## src/rtl/cpu_pkg.sv

```systemverilog
// cpu_pkg: opcodes, FSM state encoding and IR field positions shared by the control unit.
package cpu_pkg;
  typedef enum logic [3:0] {IDLE, T0, T1, T2, T3, T4, T5, T6, HALT} state_t;
  localparam int OP_HI = 31;
  localparam int OP_LO = 27;
  localparam int RA_HI = 26;
  localparam int RA_LO = 23;
  localparam int RB_HI = 22;
  localparam int RB_LO = 19;
  localparam int RC_HI = 18;
  localparam int RC_LO = 15;
  localparam logic [4:0] OP_ADD  = 5'b00011;
  localparam logic [4:0] OP_SUB  = 5'b00100;
  localparam logic [4:0] OP_AND  = 5'b00101;
  localparam logic [4:0] OP_OR   = 5'b00110;
  localparam logic [4:0] OP_SHR  = 5'b00111;
  localparam logic [4:0] OP_SHRA = 5'b01000;
  localparam logic [4:0] OP_SHL  = 5'b01001;
  localparam logic [4:0] OP_ROR  = 5'b01010;
  localparam logic [4:0] OP_ROL  = 5'b01011;
  localparam logic [4:0] OP_MUL  = 5'b01111;
  localparam logic [4:0] OP_DIV  = 5'b10000;
  localparam logic [4:0] OP_NOP  = 5'b11010;
  localparam logic [4:0] OP_HALT = 5'b11011;
  function automatic logic is_alu(input logic [4:0] op);
    return op >= OP_ADD && op <= OP_ROL;
  endfunction
  function automatic logic is_muldiv(input logic [4:0] op);
    return op == OP_MUL || op == OP_DIV;
  endfunction
endpackage

```

## src/rtl/reg_select.sv

```systemverilog
// reg_select: 4-to-16 one-hot register select, all zero when not enabled.
module reg_select (
  input  logic [3:0]  sel,
  input  logic        en,
  output logic [15:0] onehot
);
  assign onehot = en ? 16'(1) << sel : '0;
endmodule

```

## src/rtl/control_unit.sv

```systemverilog
// control_unit: Moore fetch/decode/execute sequencer driving the datapath enables.
module control_unit
  import cpu_pkg::*;
(
  input  logic        Clock,
  input  logic        clear,
  input  logic        run,
  input  logic [31:0] ir,
  output logic        PCout,
  output logic        PCin,
  output logic        MARin,
  output logic        MDRin,
  output logic        MDRout,
  output logic        IRin,
  output logic        Yin,
  output logic        Zin,
  output logic        Zlowout,
  output logic        Zhighout,
  output logic        HIin,
  output logic        LOin,
  output logic        Read,
  output logic        IncPC,
  output logic [15:0] Rin,
  output logic [15:0] Rout,
  output logic [4:0]  alu_op,
  output logic        halted,
  output logic        illegal
);
  state_t state;
  logic ill;
  logic [4:0] op;
  logic [3:0] ra, rb, rc;
  logic alu, md;
  logic unused_ir;
  assign op = ir[OP_HI:OP_LO];
  assign ra = ir[RA_HI:RA_LO];
  assign rb = ir[RB_HI:RB_LO];
  assign rc = ir[RC_HI:RC_LO];
  assign unused_ir = ^ir[RC_LO-1:0];
  assign alu = is_alu(op);
  assign md = is_muldiv(op);
  always_ff @(posedge Clock or posedge clear)
    if (clear) begin
      state <= IDLE;
      ill <= 1'b0;
    end else begin
      case (state)
        IDLE: state <= run ? T0 : IDLE;
        T0: state <= T1;
        T1: state <= T2;
        T2: state <= T3;
        T3:
          if (alu || md) state <= T4;
          else if (op == OP_NOP) state <= run ? T0 : IDLE;
          else begin
            state <= HALT;
            ill <= op != OP_HALT;
          end
        T4: state <= T5;
        T5: state <= md ? T6 : (run ? T0 : IDLE);
        T6: state <= run ? T0 : IDLE;
        default: state <= HALT;
      endcase
    end
  assign PCout    = state == T0;
  assign MARin    = state == T0;
  assign IncPC    = state == T0;
  assign Zin      = state == T0 || state == T4;
  assign Zlowout  = state == T1 || state == T5;
  assign PCin     = state == T1;
  assign Read     = state == T1;
  assign MDRin    = state == T1;
  assign MDRout   = state == T2;
  assign IRin     = state == T2;
  assign Yin      = state == T3 && (alu || md);
  assign LOin     = state == T5 && md;
  assign Zhighout = state == T6;
  assign HIin     = state == T6;
  assign alu_op   = state == T4 ? op : 5'b00000;
  assign halted   = state == HALT;
  assign illegal  = state == HALT && ill;
  // T3 drives Rb into Y, T4 drives Rc; only ALU results write back to Ra in T5
  reg_select u_rin (
    .sel    (ra),
    .en     (state == T5 && alu),
    .onehot (Rin)
  );
  reg_select u_rout (
    .sel    (state == T3 ? rb : rc),
    .en     ((state == T3 && (alu || md)) || state == T4),
    .onehot (Rout)
  );
endmodule

```

## config.mk

```make
export PLATFORM = sky130hd
export DESIGN_NAME = control_unit
export DESIGN_NICKNAME = d
export VERILOG_FILES = /design/src/rtl/cpu_pkg.sv /design/src/rtl/reg_select.sv /design/src/rtl/control_unit.sv
export SDC_FILE = /design/constraint.sdc
export NUM_CORES = 1
export LEC_CHECK = 0
export BUFFER_PORTS_ARGS = -buffer_cell sky130_fd_sc_hd__buf_2
export CAP_MARGIN = 30
export CELL_PAD_IN_SITES_DETAIL_PLACEMENT = 1
export CELL_PAD_IN_SITES_GLOBAL_PLACEMENT = 1
export CORE_UTILIZATION = 24
export CTS_CLUSTER_SIZE = 8
export DETAILED_ROUTE_END_ITERATION = 12
export PLACE_DENSITY = 0.93
export REMOVE_ABC_BUFFERS = 1
export SLEW_MARGIN = 25
export SYNTH_ARGS = -nofsm -noshare
export SYNTH_HDL_FRONTEND = slang
export SYNTH_SLANG_ARGS = --single-unit
```

## constraint.sdc

```tcl
create_clock -name Clock -period 2.2 [get_ports Clock]
set_input_delay 0.22 -clock Clock [delete_from_list [all_inputs] [get_ports Clock]]
set_output_delay 0.22 -clock Clock [all_outputs]
set_load 0.01 [all_outputs]
```

==> results of run 1 <==
path summary, 6_finish.rpt:
path	from	to	slack, ns	depth (start not counted)
max in group asynchronous	clear	state[2]$_DFF_PP0_	1.58	3
min in group Clock	ir[27]	ill$_DFFE_PP0P_	0.46	4
hold / removal	clear	ill$_DFFE_PP0P_	0.43	3
hold reg to reg	ill$_DFFE_PP0P_	ill$_DFFE_PP0P_	0.63	2
setup / recovery	state[1]$_DFF_PP0_	Rout[2]	-0.05	7
setup reg to reg	state[1]$_DFF_PP0_	ill$_DFFE_PP0P_	0.28	8
cells in the mapped netlist, types with 2 or more instances:
library cell / number / area [um2]
mux2i_1: 3 / 30.03
nor3_1: 6 / 30.03
mux2_2: 3 / 33.78
nand3b_1: 3 / 22.52
a2111oi_2: 2 / 30.03
nor2_1: 34 / 127.6
a2111oi_4: 2 / 55.05
and2_1: 7 / 43.79
clkbuf_1: 2 / 7.510
nor3_2: 2 / 20.02
nand2_1: 5 / 18.77
a21oi_1: 3 / 15.01
or4b_4: 2 / 27.53
nand3_1: 10 / 50.05
buf_4: 8 / 60.06
nor4_1: 2 / 12.51
dfrtp_1: 5 / 125.1
inv_1: 6 / 22.52
o21ai_0: 4 / 20.02
nand2b_1: 5 / 31.28
buf_2: 2 / 10.01
nor2b_1: 2 / 12.51
buf_6: 2 / 22.52
layout make-up:
cell class,count,area [um2],area share [%]
multi-input cells,111,862.1,53.58
flip-flops and latches,5,128.9,8.009
repair buffers,87,490.5,30.48
clock buffers,4,45.04,2.799
inverters,6,22.52,1.400
well taps,48,60.06,3.733
power groups by stage:
| stage | Combinational, W | Sequential, W | Clock, W |
|---|---|---|---|
| 3_5_place_dp | 0.0000746 | 0.0000936 | 0 |
| 4_1_cts | 0.0000874 | 0.0000925 | 0.000177 |
| 3_3_place_gp | 0.0000711 | 0.0000936 | 0 |
| 6_report | 0.0000940 | 0.0000925 | 0.000177 |
| 5_1_grt | 0.000103 | 0.0000925 | 0.000178 |
| 2_1_floorplan | 0.0000331 | 0.0000936 | 0 |
worst reg2reg max path: stages (launching register included):
cell and delay [ns]:
dfrtp_1 0.39, buf_6 0.15, nor4b_4 0.32, buf_6 0.22, buf_4 0.13, buf_4 0.10
nand2_1 0.05, o31a_1 0.24, a31o_2 0.21
cells in the final DEF, fill, tap and decap left out, types with 5 or more instances in the layout:
cell	count
nand2b_1	5
nor2_1	31
nand3_1	5
nand2_1	5
and2_1	7
nand3_2	5
buf_2	72
inv_1	6
nor3_1	5
buf_4	10
flip-flops by register name, summed over array words and instances, names as in the netlist:
name / count
ill: 1
state: 4
logic make-up (layout without fill, tap and decap cells):
group | after synthesis | after routing | share of synthesized area [%]
flip-flops | 5 | 5 | 12.79
buffers and inverters | 20 | 97 | 12.53
AND/OR/NAND/NOR | 87 | 87 | 49.87
AO/OA/AOI/OAI | 18 | 18 | 18.29
multiplexers | 6 | 6 | 6.522
through the flow:
step / utilization, % / TNS [ns] / hold WS (ns) / instances
2_1_floorplan: - / 0 / -0.001479 / 122
3_3_place_gp: 35.83 / 0 / 0.1171 / 249
3_5_place_dp: 35.83 / 0 / 0.1287 / 249
4_1_cts: 40.61 / -0.01347 / 0.3966 / 258
5_1_grt: 42.67 / -1.290 / 0.4684 / 261
6_report: 42.67 / -0.2045 / 0.4253 / 261
per-layer routing:
layer | share of wire [%] | wire, um
met3 | 6.4 | 242
met1 | 39 | 1483
met5 | 0 | 0
met4 | 1.4 | 55
met2 | 53 | 2017
timing repair:
item                                    CTS  global route
pin swaps                                 4            13
endpoints found under the setup margin   16            19
hold buffers                              1             0
buffers inserted                          4             3
resized for setup                        17            14
endpoints found under the hold margin     5             0
==> flow_summary_export.csv, run 1 <==
group,metric,value,unit
route,routed_via_density,4.992,
clock_tree,cts_buffers,3,
pwr,pwr-share-seq,25.4,%
yosys,async_flop_share,100.0,%
setup_path,endpoint_kind,"output port",
route,route.detailed.drc,0,
global_routing,met3_usage,2.586,%
pwr,power_frac_clock,48.7,%
sta,setup_viol,8,
floorplanning,std_cell_rows,22,
placed_design,dp_slack,0.08370,ns
floorplanning,dieHeight,65.85,um
sta,fin_ws,-0.05166,ns
setup_path,path_common_cell,"buf_6",
sta,max_freq,444.1,MHz
setup_path,critPathKind,"flop to output port",
setup_path,critPathRequiredTime,1.98,ns
route,via_count,1303,
global_routing,grtUsageTotal,16.93,%
floorplanning,pin_count,88,
floorplanning,core_area,0.003771,mm2
floorplanning,start_util,25.95,%
run_status,violations,"negative setup slack",
route,ant_nets,0,
setup_path,slowest_stage,"dfrtp_1",
clock_tree,cts_tree,"built",
flow_run,maxCapViolCount,0,
placed_design,io_buffer_count,72,
setup_path,cp_top_family,"simple AND/OR/NAND/NOR gates",
sta,maxSlewHeadroom,62.00,%
global_routing,grt_first_pass_wirelength,5671,um
yosys,synth-seq-cells,5,
yosys,yosysWarnings,0,
setup_path,worstPathMaxFanout,8,
sta,drv_slew,0,
yosys,synthesis.area,978.4,um2
setup_path,max_stage_delay,0.39,ns
global_routing,grt.busiest_layer,"met2",
sta,min_period,2.252,ns
global_routing,grt_remaining_overflow,0,
setup_path,cp.arrival,2.03,ns
clock_tree,htreeDepth,1,
pwr,total_power,0.0003636,W
global_routing,grt_util_met1,18.52,%
clock_tree,cts.clk_slew.worst_paths,0.04,ns
clock_tree,root_buffer,"clkbuf_8",
final_layout,n_antenna_cell,0,
placed_design,gp_congestion,0.7768,
floorplanning,die_area,0.004336,mm2
placed_design,hpwl,2678,um
pwr,switching_share,30.49,%
route,firstDrtPassIters,4,
run_status,status,"complete, but fails checks",
pwr,ir_worst_vdd,0.3410,mV
sta,period_share,102.3,%
yosys,synth-main-ff-cell,"dfrtp_1",
final_layout,syn2layout_area_growth,64.45,%
final_layout,design_area,0.001609,mm2
setup_path,cp-start-kind,"flop",
global_routing,grt_max_degree,11,
sta,worst_pin_slew,0.5640,ns
route,routed_wl,3798,um
pwr,power_density,226.0,mW/mm2
yosys,syn_avg_cell_area,7.194,um2
global_routing,antenna_found_initial,0,
hold_path,hold_path.class,"input pin to asynchronous set/reset pin",
yosys,synthCells,136,
yosys,ys_seq_area_share,12.79,%
clock_tree,cts_buffer_depth,2,
yosys,synth-edff-count,0,
global_routing,grtUsageMet2,31.76,%
route,wl_per_cell,14.55,um
final_layout,nFillCells,486,
pwr,internal-power,0.0002527,W
floorplanning,die_x,65.85,um
pwr,p_leak,0.7866,nW
sta,skew,0.004440,ns
global_routing,grt_pass1_vias,1229,
yosys,yosysUniqueCellTypes,39,
sta,rsz0062_at_grt,"yes",
setup_path,critPathBufInv,3,
sta,hold_viol,0,
final_layout,final_nets,249,
clock_tree,clock_latency,0.23,ns
clock_tree,clkSinkCount,5,
placed_design,placed_area,0.001351,mm2
setup_path,crit_path_cell_trace,"buf_6 -> nor4b_4 -> buf_6 -> mux2i_4 -> nand3_1 -> nor2_1 -> buf_2",
final_layout,drive_gt1_share,55.87,%
pwr,combPwrFrac,25.9,%
route,drtIter0Drc,50,
pwr,p_sw,0.0001109,W
(Power assumes the default switching activity.)
==> run 2: changes to the inputs <==
--- a/config.mk
+++ b/config.mk
@@ -12,7 +12,7 @@
 export CORE_UTILIZATION = 24
 export CTS_CLUSTER_SIZE = 8
 export DETAILED_ROUTE_END_ITERATION = 12
-export PLACE_DENSITY = 0.93
+export PLACE_DENSITY = 0.83
 export REMOVE_ABC_BUFFERS = 1
 export SLEW_MARGIN = 25
 export SYNTH_ARGS = -nofsm -noshare
==> flow_summary_export.csv, run 2 (synthesis results as in run 1) <==
group,metric,value,unit
run_status,status,"completed",
final_layout,nFillCells,495,
final_layout,n_antenna_cell,0,
setup_path,worstPathMaxFanout,8,
setup_path,crit_path_cell_trace,"or4b_4 -> a2111oi_4 -> nor3_4 -> nor2_1 -> buf_2",
floorplanning,std_cell_rows,22,
final_layout,reg_top3,"state (4), ill (1)",
floorplanning,dieHeight,65.85,um
final_layout,mostFrequentLayoutCells,"buf_2 (72), nor2_1 (34), nand3_1 (8), and2_1 (7), buf_4 (7)",
clock_tree,cts_buffer_depth,2,
setup_path,critPathBufInv,1,
setup_path,crit_start,"state[0]$_DFF_PP0_",
route,ant_nets,0,
pwr,power_density,229.8,mW/mm2
route,drtIter0Drc,5,
global_routing,grt_first_pass_wirelength,5133,um
pwr,p_sw,0.0001025,W
final_layout,top_register,"state",
setup_path,endpoint_kind,"output port",
global_routing,grtUsageTotal,15.07,%
sta,skew,0.002074,ns
sta,rsz0062_at_grt,"yes",
hold_path,hold_path.class,"input pin to asynchronous set/reset pin",
pwr,total_power,0.0003552,W
sta,fin_ws,0.03849,ns
setup_path,critPathKind,"flop to output port",
pwr,switching_share,28.86,%
route,routed_via_density,4.875,
sta,hold_viol,0,
setup_path,cp-start-kind,"flop",
sta,period_share,98.25,%
global_routing,grt_max_degree,11,
final_layout,final_common_cell,"buf_2",
final_layout,fin_cells,256,
sta,maxSlewHeadroom,66.63,%
final_layout,largest_reg_flops,4,
clock_tree,root_buffer,"clkbuf_8",
floorplanning,start_util,25.95,%
floorplanning,core_area,0.003771,mm2
sta,max_freq,462.6,MHz
clock_tree,cts.clk_slew.worst_paths,0.04,ns
pwr,internal-power,0.0002527,W
setup_path,max_stage_delay,0.62,ns
global_routing,grt_pass1_vias,1183,
setup_path,critPathRequiredTime,1.98,ns
sta,worst_pin_slew,0.4953,ns
route,wl_per_cell,13.14,um
global_routing,antenna_found_initial,0,
pwr,power_frac_clock,48.1,%
global_routing,grt_remaining_overflow,0,
placed_design,post-place-cells,250,
setup_path,cp_top_family,"simple AND/OR/NAND/NOR gates",
pwr,p_leak,0.7606,nW
route,route.detailed.drc,0,
sta,drv_slew,0,
route,firstDrtPassIters,3,
setup_path,slowest_stage,"or4b_4",
final_layout,syn2layout_area_growth,57.93,%
placed_design,dp_slack,0.1656,ns
sta,min_period,2.162,ns
flow_run,maxCapViolCount,0,
floorplanning,die_area,0.004336,mm2
final_layout,final_nets,244,
route,routed_wl,3365,um
route,via_count,1248,
setup_path,r2r_start,"state[1]$_DFF_PP0_",
clock_tree,clkSinkCount,5,
clock_tree,cts_tree,"built",
floorplanning,die_x,65.85,um
pwr,combPwrFrac,25.8,%
clock_tree,clock_latency,0.22,ns
floorplanning,pin_count,88,
pwr,pwr-share-seq,26.1,%
clock_tree,htreeDepth,1,
clock_tree,cts_buffers,3,
sta,setup_viol,0,
placed_design,gp_congestion,0.7237,
placed_design,io_buffer_count,72,
setup_path,cp.arrival,1.94,ns
pwr,ir_worst_vdd,0.3155,mV
final_layout,drive_gt1_share,51.44,%
placed_design,hpwl,2667,um
[run 2: changes by cell type in the layout (fill, tap and decap cells not counted), sizes merged]
cell  change
buf       -5
[run 2: worst min-delay path, cell delays in order]
cell	delay [ns]
dlygate4sd3_1	0.53
buf_2	0.12
inv_1	0.15
[run 2: through the flow]
step	area [um2]	util, %	hold slack, ns	setup TNS, ns
3_5_place_dp	1359	36.03	0.1265	0
2_1_floorplan	878.3	-	-0.001479	0
5_1_grt	1545	40.98	0.4664	-0.6688
4_1_cts	1469	38.95	0.4214	0
3_3_place_gp	1359	36.03	0.1239	0
6_report	1545	40.98	0.4323	0
[run 2: power groups by stage]
stage                logic, W  clock network (W)  registers, W
floorplan           0.0000331                  0     0.0000936
global placement    0.0000737                  0     0.0000936
detailed placement  0.0000767                  0     0.0000936
CTS                 0.0000838           0.000174     0.0000925
global route         0.000100           0.000183     0.0000925
finish              0.0000916           0.000171     0.0000925
[run 2: layout make-up]
| class | count | area (um2) | share of cell area, % |
|---|---|---|---|
| Tap cell | 48 | 60.06 | 3.887 |
| Clock buffer | 4 | 45.04 | 2.915 |
| Sequential cell | 5 | 126.4 | 8.178 |
| Multi-Input combinational cell | 111 | 845.8 | 54.74 |
| Inverter | 6 | 22.52 | 1.457 |
| Timing Repair Buffer | 82 | 445.4 | 28.83 |
[run 2: per-layer routing]
layer  up-vias  routed length (um)  GRT usage (%)
met5         -                   0              0
met4         0                  17          3.261
met3         3                 242          3.793
met2        51                1746          28.57
met1       569                1358          16.51
li1        625                   -              -
[run 2: timing repair]
item                                   in CTS  in global routing
pin swaps                                   3                  7
setup endpoints to repair                  16                 17
endpoints found under the hold margin       5                  0
resized for setup                           8                 14
hold buffers                                1                  0
buffers inserted                            0                  1
[run 2: final timing paths]
check,end,slack [ns],cells past startpoint
setup / recovery,Rout[3],0.04,5
max in group asynchronous,state[0]$_DFF_PP0_,1.58,3
setup reg to reg,ill$_DFFE_PP0P_,0.44,7
min in group Clock,state[3]$_DFF_PP0_,0.45,3
hold / removal,state[2]$_DFF_PP0_,0.43,3
hold reg to reg,ill$_DFFE_PP0P_,0.59,2
==> run 3: changes to the inputs <==
--- a/config.mk
+++ b/config.mk
@@ -12,7 +12,7 @@
 export CORE_UTILIZATION = 24
 export CTS_CLUSTER_SIZE = 8
 export DETAILED_ROUTE_END_ITERATION = 12
-export PLACE_DENSITY = 0.83
+export PLACE_DENSITY = 0.91
 export REMOVE_ABC_BUFFERS = 1
 export SLEW_MARGIN = 25
 export SYNTH_ARGS = -nofsm -noshare
==> constraint.sdc (replaced) <==
create_clock -name Clock -period 2.2 [get_ports Clock]
set_input_delay 0 -clock Clock [delete_from_list [all_inputs] [get_ports Clock]]
set_output_delay 0 -clock Clock [all_outputs]
set_load 0.01 [all_outputs]
==> flow_summary_export.csv, run 3 (synthesis results as in run 1) <==
group,metric,value,unit
run_status,status,"completed",
pwr,p_leak,0.6964,nW
sta,min_period,2.125,ns
final_layout,final_common_cell,"buf_2",
setup_path,crit_path_cell_trace,"or4b_4 -> a2111oi_4 -> nor3_4 -> nor2_1 -> buf_2",
clock_tree,post_cts_buffers,0,
pwr,ir_worst_vdd,0.1891,mV
floorplanning,start_util,25.95,%
floorplanning,dieHeight,65.85,um
global_routing,grtUsageTotal,14.77,%
setup_path,cp.arrival,2.12,ns
global_routing,grt_max_degree,14,
route,route.detailed.drc,0,
final_layout,mostFrequentLayoutCells,"buf_2 (72), nor2_1 (34), nand3_1 (10), and2_1 (7)",
final_layout,nFillCells,502,
final_layout,top_register,"state",
setup_path,cp-start-kind,"flop",
placed_design,gp_congestion,0.7466,
hold_path,min_to,"state[3]$_DFF_PP0_",
clock_tree,htreeDepth,1,
route,routed_wl,3200,um
global_routing,grt_pass1_vias,1159,
clock_tree,cts.clk_slew.worst_paths,0.04,ns
sta,maxSlewHeadroom,66.70,%
flow_run,maxCapViolCount,0,
sta,drv_slew,0,
floorplanning,pin_count,88,
floorplanning,die_area,0.004336,mm2
setup_path,rrSetupSlack,0.61,ns
setup_path,critPathBufInv,1,
final_layout,final_nets,238,
setup_path,endpoint_kind,"output port",
floorplanning,die_x,65.85,um
setup_path,critPathRequiredTime,2.20,ns
sta,max_freq,470.6,MHz
hold_path,whs_path_depth,3,
sta,skew,0.001344,ns
floorplanning,std_cell_rows,22,
final_layout,drive_gt1_share,46.53,%
setup_path,reg2reg_to,"ill$_DFFE_PP0P_",
sta,fin_ws,0.07512,ns
sta,hold_viol,0,
sta,setup_viol,0,
setup_path,worstPathMaxFanout,10,
global_routing,antenna_found_initial,0,
clock_tree,cts_tree,"built",
setup_path,reg2reg_depth,5,
hold_path,hold_start,"ir[27]",
clock_tree,clock_latency,0.22,ns
placed_design,dp_slack,0.2748,ns
route,drtIter0Drc,39,
final_layout,syn2layout_area_growth,41.69,%
setup_path,slowest_stage,"or4b_4",
setup_path,r2r_start,"state[1]$_DFF_PP0_",
placed_design,io_buffer_count,72,
clock_tree,clkSinkCount,5,
route,ant_nets,0,
clock_tree,root_buffer,"clkbuf_8",
route,wl_per_cell,12.80,um
pwr,power_density,240.1,mW/mm2
floorplanning,core_area,0.003771,mm2
global_routing,grt_first_pass_wirelength,5168,um
final_layout,largest_reg_flops,4,
final_layout,multi_input_area,737.0,um2
setup_path,critPathKind,"flop to output port",
sta,fin_tns_setup,0,ns
sta,rsz0062_at_grt,"no",
route,via_count,1212,
sta,worst_pin_slew,0.4968,ns
route,firstDrtPassIters,4,
final_layout,reg_top3,"state (4), ill (1)",
final_layout,regArea,128.9,um2
setup_path,cp_top_family,"simple AND/OR/NAND/NOR gates",
global_routing,grt_remaining_overflow,0,
sta,period_share,96.59,%
hold_path,hold_path.class,"input pin to flop",
setup_path,max_stage_delay,0.61,ns
clock_tree,cts_buffers,3,
clock_tree,cts_buffer_depth,2,
final_layout,n_antenna_cell,0,
route,routed_via_density,4.848,
placed_design,hpwl,2652,um
## run 3: changes by cell type in the layout (fill, tap and decap cells not counted), sizes merged
cell  previous run  this run
buf             81        75
## run 3: worst min-delay path: stages
cell and delay [ns]:
buf_2 0.15, nor2_1 0.11, o41ai_1 0.07
## run 3: stage by stage
step / cells / utilization (%) / instance area, um2 / hold WS [ns] / power, W
6_report: 250 / 36.76 / 1386 / 0.1603 / 0.0003329
5_1_grt: 250 / 36.76 / 1386 / 0.1768 / 0.0003546
4_1_cts: 250 / 36.50 / 1376 / 0.1664 / 0.0003371
3_5_place_dp: 245 / 35.04 / 1321 / -0.08529 / 0.0001670
3_3_place_gp: 245 / 35.04 / 1321 / -0.09646 / 0.0001633
2_1_floorplan: 122 / - / 878.3 / -0.2215 / 0.0001268
## run 3: final cells by class
cell class,count,share of cell area [%]
tap,48,4.332
inverter,6,1.625
sequential,5,9.296
clock buffer,4,3.249
multi-input combinational,111,53.16
timing repair buffer,76,28.34
## run 3: per-layer routing
layer | part of all wire [%] | GRT usage (%) | vias to the layer above
li1 | - | - | 609
met1 | 44 | 18.63 | 555
met2 | 48 | 26.28 | 48
met3 | 7.5 | 2.414 | 0
met4 | 0 | 2.446 | 0
met5 | 0 | 0 | -
## run 3: worst max path at each step
stage / end / slack (ns) / start / cells past startpoint
floorplan: Rout[0] / 0.47 / state[1]$_DFF_PP0_ / 4
global placement: Rout[12] / 0.32 / state[1]$_DFF_PP0_ / 5
detailed placement: Rout[13] / 0.27 / state[2]$_DFF_PP0_ / 5
CTS: Rout[13] / 0.05 / state[2]$_DFF_PP0_ / 5
global route: Rout[0] / 0.01 / state[0]$_DFF_PP0_ / 5
finish: Rout[13] / 0.08 / state[0]$_DFF_PP0_ / 5
## run 3: report_power, final
| part | switching, W | internal [W] |
|---|---|---|
| clock | 0.0000417 | 0.000124 |
| sequential | 0 | 0.0000925 |
| combinational | 0.0000472 | 0.0000273 |
## run 3: what timing repair did
| action | 4_1_cts | 5_1_grt |
|---|---|---|
| hold endpoints to repair | 5 | 0 |
| resized for setup | 0 | 4 |
| hold buffers | 1 | 0 |
| setup endpoints to repair | 0 | 16 |
